[src/rtl/flag_cond_unit32_pkg.sv]
// Shared definitions for the condition-flag consumer: flag bit positions,
// the packed flag view and the 16 condition-code encodings.
package flag_cond_unit32_pkg;

  localparam int FLG_N = 3;
  localparam int FLG_Z = 2;
  localparam int FLG_C = 1;
  localparam int FLG_V = 0;

  typedef struct packed {
    logic n;
    logic z;
    logic c;
    logic v;
  } flags_t;

  localparam logic [3:0] CC_EQ = 4'h0;
  localparam logic [3:0] CC_NE = 4'h1;
  localparam logic [3:0] CC_CS = 4'h2;
  localparam logic [3:0] CC_CC = 4'h3;
  localparam logic [3:0] CC_MI = 4'h4;
  localparam logic [3:0] CC_PL = 4'h5;
  localparam logic [3:0] CC_VS = 4'h6;
  localparam logic [3:0] CC_VC = 4'h7;
  localparam logic [3:0] CC_HI = 4'h8;
  localparam logic [3:0] CC_LS = 4'h9;
  localparam logic [3:0] CC_GE = 4'hA;
  localparam logic [3:0] CC_LT = 4'hB;
  localparam logic [3:0] CC_GT = 4'hC;
  localparam logic [3:0] CC_LE = 4'hD;
  localparam logic [3:0] CC_AL = 4'hE;
  localparam logic [3:0] CC_NV = 4'hF;

endpackage

[src/rtl/flag_cond_unit32_cond_eval32.sv]
// Purely combinational condition evaluator: {n,z,c,v} plus a 4-bit condition
// code in, taken out. Shared with the predication logic.
module cond_eval32
  import flag_cond_unit32_pkg::*;
(
  input  logic [3:0] flags,
  input  logic [3:0] code,
  output logic       taken
);

  flags_t f;

  always_comb begin
    f     = flags_t'(flags);
    taken = 1'b0;
    case (code)
      CC_EQ: taken = f.z;
      CC_NE: taken = !f.z;
      CC_CS: taken = f.c;
      CC_CC: taken = !f.c;
      CC_MI: taken = f.n;
      CC_PL: taken = !f.n;
      CC_VS: taken = f.v;
      CC_VC: taken = !f.v;
      CC_HI: taken = f.c & !f.z;
      CC_LS: taken = !f.c | f.z;
      CC_GE: taken = (f.n == f.v);
      CC_LT: taken = (f.n != f.v);
      CC_GT: taken = !f.z & (f.n == f.v);
      CC_LE: taken = f.z | (f.n != f.v);
      CC_AL: taken = 1'b1;
      // NV is reserved and simply never taken.
      default: taken = 1'b0;
    endcase
  end

endmodule

[src/rtl/flag_cond_unit32.sv]
// Condition-flag consumer: architectural NZCV register, in-flight writer
// count, and a valid/ready condition query port with a one-writer bypass.
module flag_cond_unit32
  import flag_cond_unit32_pkg::*;
#(
  parameter int MAX_PEND = 3,
  parameter int CNT_W    = 4
) (
  input  logic       clk,
  input  logic       reset_n,
  input  logic       issue_set,
  input  logic       flag_wr,
  input  logic [3:0] flag_in,
  input  logic       cond_valid,
  input  logic [3:0] cond_code,
  output logic       cond_ready,
  output logic       res_valid,
  output logic       res_taken,
  input  logic       res_ready,
  output logic [3:0] flags_q,
  output logic       busy,
  output logic       err
);

  // Handshakes: a query transfers on a cycle where cond_valid & cond_ready;
  // a result transfers where res_valid & res_ready. cond_ready never looks
  // at cond_valid, and res_taken holds while res_valid & !res_ready.

  localparam logic [CNT_W-1:0] MAX_CNT = CNT_W'(MAX_PEND);
  localparam logic [CNT_W-1:0] ONE_CNT = CNT_W'(1);

  logic [3:0]       flags_d;
  logic [CNT_W-1:0] pend_cnt_q, pend_cnt_d;
  logic             res_valid_q, res_valid_d;
  logic             res_taken_q, res_taken_d;
  logic             err_q, err_d;

  logic             cnt_zero;
  logic             bypass;
  logic             can_eval;
  logic             accept;
  logic [3:0]       eval_src;
  logic             eval_taken;

  assign cnt_zero = (pend_cnt_q == '0);
  // Last outstanding writer delivering now, with no new writer behind it.
  assign bypass   = (pend_cnt_q == ONE_CNT) & flag_wr & !issue_set;
  assign can_eval = cnt_zero | bypass;
  assign eval_src = cnt_zero ? flags_q : flag_in;

  assign cond_ready = can_eval & (!res_valid_q | res_ready);
  assign accept     = cond_valid & cond_ready;

  cond_eval32 u_cond_eval (
    .flags (eval_src),
    .code  (cond_code),
    .taken (eval_taken)
  );

  always_comb begin
    flags_d     = flags_q;
    pend_cnt_d  = pend_cnt_q;
    err_d       = err_q;
    res_valid_d = res_valid_q;
    res_taken_d = res_taken_q;

    if (flag_wr) flags_d = flag_in;

    if (issue_set && !flag_wr) begin
      if (pend_cnt_q == MAX_CNT) err_d = 1'b1;
      else                       pend_cnt_d = pend_cnt_q + ONE_CNT;
    end else if (flag_wr && !issue_set) begin
      if (cnt_zero) err_d = 1'b1;
      else          pend_cnt_d = pend_cnt_q - ONE_CNT;
    end

    if (accept) begin
      res_valid_d = 1'b1;
      res_taken_d = eval_taken;
    end else if (res_ready) begin
      res_valid_d = 1'b0;
    end
  end

  always_ff @(posedge clk or negedge reset_n) begin
    if (!reset_n) begin
      flags_q     <= '0;
      pend_cnt_q  <= '0;
      res_valid_q <= 1'b0;
      res_taken_q <= 1'b0;
      err_q       <= 1'b0;
    end else begin
      flags_q     <= flags_d;
      pend_cnt_q  <= pend_cnt_d;
      res_valid_q <= res_valid_d;
      res_taken_q <= res_taken_d;
      err_q       <= err_d;
    end
  end

  assign res_valid = res_valid_q;
  assign res_taken = res_taken_q;
  assign busy      = !cnt_zero;
  assign err       = err_q;

endmodule

[config.mk]
export PLATFORM = sky130hd
export DESIGN_NAME = flag_cond_unit32
export DESIGN_NICKNAME = d
export VERILOG_FILES = /design/src/rtl/flag_cond_unit32_pkg.sv /design/src/rtl/flag_cond_unit32_cond_eval32.sv /design/src/rtl/flag_cond_unit32.sv
export SDC_FILE = /design/constraint.sdc
export NUM_CORES = 1
export LEC_CHECK = 0
export BUFFER_PORTS_ARGS = -buffer_cell sky130_fd_sc_hd__buf_2
export CAP_MARGIN = 30
export CORE_UTILIZATION = 52
export CTS_CLUSTER_SIZE = 20
export DETAILED_ROUTE_END_ITERATION = 10
export HOLD_SLACK_MARGIN = 0.08
export PLACE_DENSITY = 0.78
export SYNTH_ARGS = -nofsm -noshare
export SYNTH_HDL_FRONTEND = slang
export SYNTH_SLANG_ARGS = --single-unit
[constraint.sdc]
create_clock -name clk -period 2.5 [get_ports clk]
set_input_delay 0.375 -clock clk [delete_from_list [all_inputs] [get_ports clk]]
set_output_delay 0.375 -clock clk [all_outputs]
set_load 0.05 [all_outputs]
==> qor.csv <==
stage,metric,value,unit
layout,antenna_cells,0,
route,drt-wirelength-per-cell,13.4,µm
grt,grt_pass1_vias,720,
hold_path,whs_path_depth,2,
route,ant_nets,0,
die,fp-row-count,15,
die,io_pins,23,
synth,syn-cell-area,942,µm²
die,coreArea,1710,µm²
clocking,root_buffer,clkbuf_4,
worst_setup_path,worstPathRequired,2.70,ns
worst_setup_path,r2r_setup_slack,0.23,ns
layout,final_nets,144,
synth,yosysUniqueCellTypes,40,
clocking,cts_tree,built,
worst_setup_path,crit_type,flip-flop to flip-flop,
placement,hpwlAfterDp,1590,µm
hold_path,hp-start,res_ready,
timing,finalSetupViolCount,0,
clocking,clk_pin_slew,0.07,ns
timing,min_period,2.27,ns
layout,multi_input_area,587,µm²
placement,io_buffers,22,
placement,place_congestion,0.880,
pwr,p_int,477,µW
grt,grt_usage,23.1,%
route,drc,0,
layout,drive_gt1_share,31.5,%
worst_setup_path,critical_path_arrival,2.47,ns
timing,tightest_slew,0.470,ns
pwr,power.net_switching,449,µW
synth,synth.avg_cell_area,9.24,µm²
layout,seq_area,275,µm²
synth,yosys_warnings,0,
timing,finClkSkew,0.00219,ns
job,drv_cap,0,
route,wirelength,2000,µm
clocking,htreeDepth,1,
timing,timing.hold.ws,0.288,ns
grt,grt_overflow_total,0,
worst_setup_path,reg2reg_depth,8,
layout,fin_cells,149,
outcome,status,completed,
synth,synthCells,102,
pwr,swShare,48.5,%
synth,synth_edf_count,0,
synth,synthFlopType,dfrtp_1,
synth,async_flop_share,100,%
route,top_layer,met4,
synth,synth-seq-cells,11,
grt,antenna_found_initial,0,
timing,hold_viol,0,
pwr,peakVddDrop,0.539,mV
clocking,clkSinkCount,11,
pwr,p_comb_share,54.0,%
timing,timing.final.ws_setup,0.233,ns
pwr,p_clk_share,13.6,%
hold_path,hold_class,input port to flip-flop,
layout,synthToLayoutAreaGrowth,14.9,%
layout,nFillCells,158,
clocking,cts_buffers,3,
route,via_per_inst,5.81,
layout,mostFrequentLayoutCells,"22 x buf_2, 11 x dfrtp_1, 10 x inv_1",
pwr,leakagePower,0.000506,µW
clocking,clk_latency,0.28,ns
grt,grt_pass1_wl,3330,µm
worst_setup_path,rr_startpoint,pend_cnt_q[0]$_DFFE_PN0P_,
die,die_w,44.6,µm
placement,dp_worst_setup_slack,0.264,ns
die,dieArea,1990,µm²
worst_setup_path,crit_path_max_fanout,13,
route,drt_first_pass_iters,4,
timing,setup_tns,0,ns
pwr,power_density,856,nW/µm²
placement,dp_cells,144,
worst_setup_path,startpoint_type,flip-flop,
timing,rsz0062_at_grt,no,
timing,drv_slew,0,
worst_setup_path,end_kind,flip-flop,
clocking,cts_resized,0,
die,die_y,44.6,µm
timing,relSlewSlack,68.5,%
route,wl_met1,935,µm
grt,grt_max_degree,14,
synth,synth_seq_area_share,29.2,%
layout,final_common_cell,buf_2,
timing,fin_crit_sh,90.7,%
synth,syn_nets,121,
hold_path,hold_end,res_valid$_DFFE_PN0P_,
route,routed-via-count,865,
pwr,seqPwrFrac,32.4,%
clocking,clockBufferDepth,2,
route,route.met3.wl,114,µm
worst_setup_path,regToRegEndpoint,res_taken$_DFFE_PN0P_,
timing,max_freq,0.441,GHz
die,start_util,55.2,%
route,wl_met2,938,µm
route,drt_iter0_drc,19,
worst max-delay path: stages, from the launching register on:
cell and delay (ns):
dfrtp_1 0.42, inv_1 0.11, ha_1 0.27, nor3b_4 0.30, inv_2 0.16, mux2i_1 0.24, mux2_2 0.35, o32a_1 0.18
a31oi_1 0.16
cells by family after synthesis:
group	share of synthesized area, %
buffers and inverters	8.50
AOI/OAI and AO/OA	19.5
xor gates and xnor gates	5.58
DFF	29.2
and+or+nand+nor	19.8
muxes	10.8
adders and majority gates	6.64
synth_stat cells (all sizes together), types with 3 or more instances:
cell type,number,area (µm²)
dfrtp,11,275
inv,11,41.3
nand2,6,22.5
ha,5,62.6
nand3,5,25.0
o21ai,5,25.0
a211oi,4,30.0
a221oi,4,41.3
mux2,4,45.0
nor2,4,15.0
xnor2,4,35.0
and2,3,18.8
buf,3,30.0
mux2i,3,30.0
sequential cells by signal, summed over array words and instances (netlist names):
| name | cells |
|---|---|
| res_valid | 1 |
| pend_cnt_q | 4 |
| res_taken | 1 |
| err | 1 |
| flags_q | 4 |
per-layer routing:
metal	up-vias	GRT usage [%]
li1	419	-
met1	411	32.1
met2	33	35.9
met3	2	6.12
met4	0	5.45
met5	-	0
worst max path at each step:
| stage | start | endpoint |
|---|---|---|
| finish | pend_cnt_q[0]$_DFFE_PN0P_ | res_taken$_DFFE_PN0P_ |
| CTS | pend_cnt_q[0]$_DFFE_PN0P_ | res_taken$_DFFE_PN0P_ |
| detailed placement | pend_cnt_q[0]$_DFFE_PN0P_ | res_taken$_DFFE_PN0P_ |
| global placement | pend_cnt_q[0]$_DFFE_PN0P_ | res_taken$_DFFE_PN0P_ |
| floorplan | pend_cnt_q[0]$_DFFE_PN0P_ | res_taken$_DFFE_PN0P_ |
| global route | pend_cnt_q[0]$_DFFE_PN0P_ | res_taken$_DFFE_PN0P_ |
through the flow:
step	total power, µW	area (µm²)	util, %
floorplan	700	942	-
global placement	788	1040	61.2
detailed placement	802	1040	61.2
CTS	931	1080	63.4
global route	997	1080	63.4
finish	926	1080	63.4
power groups by stage:
stage	Combinational [µW]	Sequential, µW	Clock (µW)
floorplan	338	362	0
global placement	490	298	0
detailed placement	499	303	0
CTS	502	300	130
global route	547	308	142
finish	500	300	126
area by class of cell:
class                           instances  share of cell area (%)
Inverter                               11                    3.82
Clock buffer                            3                    2.08
Tap cell                               25                    2.89
Sequential cell                        11                    25.4
Clock inverter                          1                   0.462
Multi-Input combinational cell         75                    54.2
Timing Repair Buffer                   23                    11.1
timing repair:
item / in CTS / in global routing
buffers inserted: 0 / 0
hold buffers: 1 / 0
endpoints found under the hold margin: 11 / 0
No activity file was read; power rests on OpenSTA's default activity.
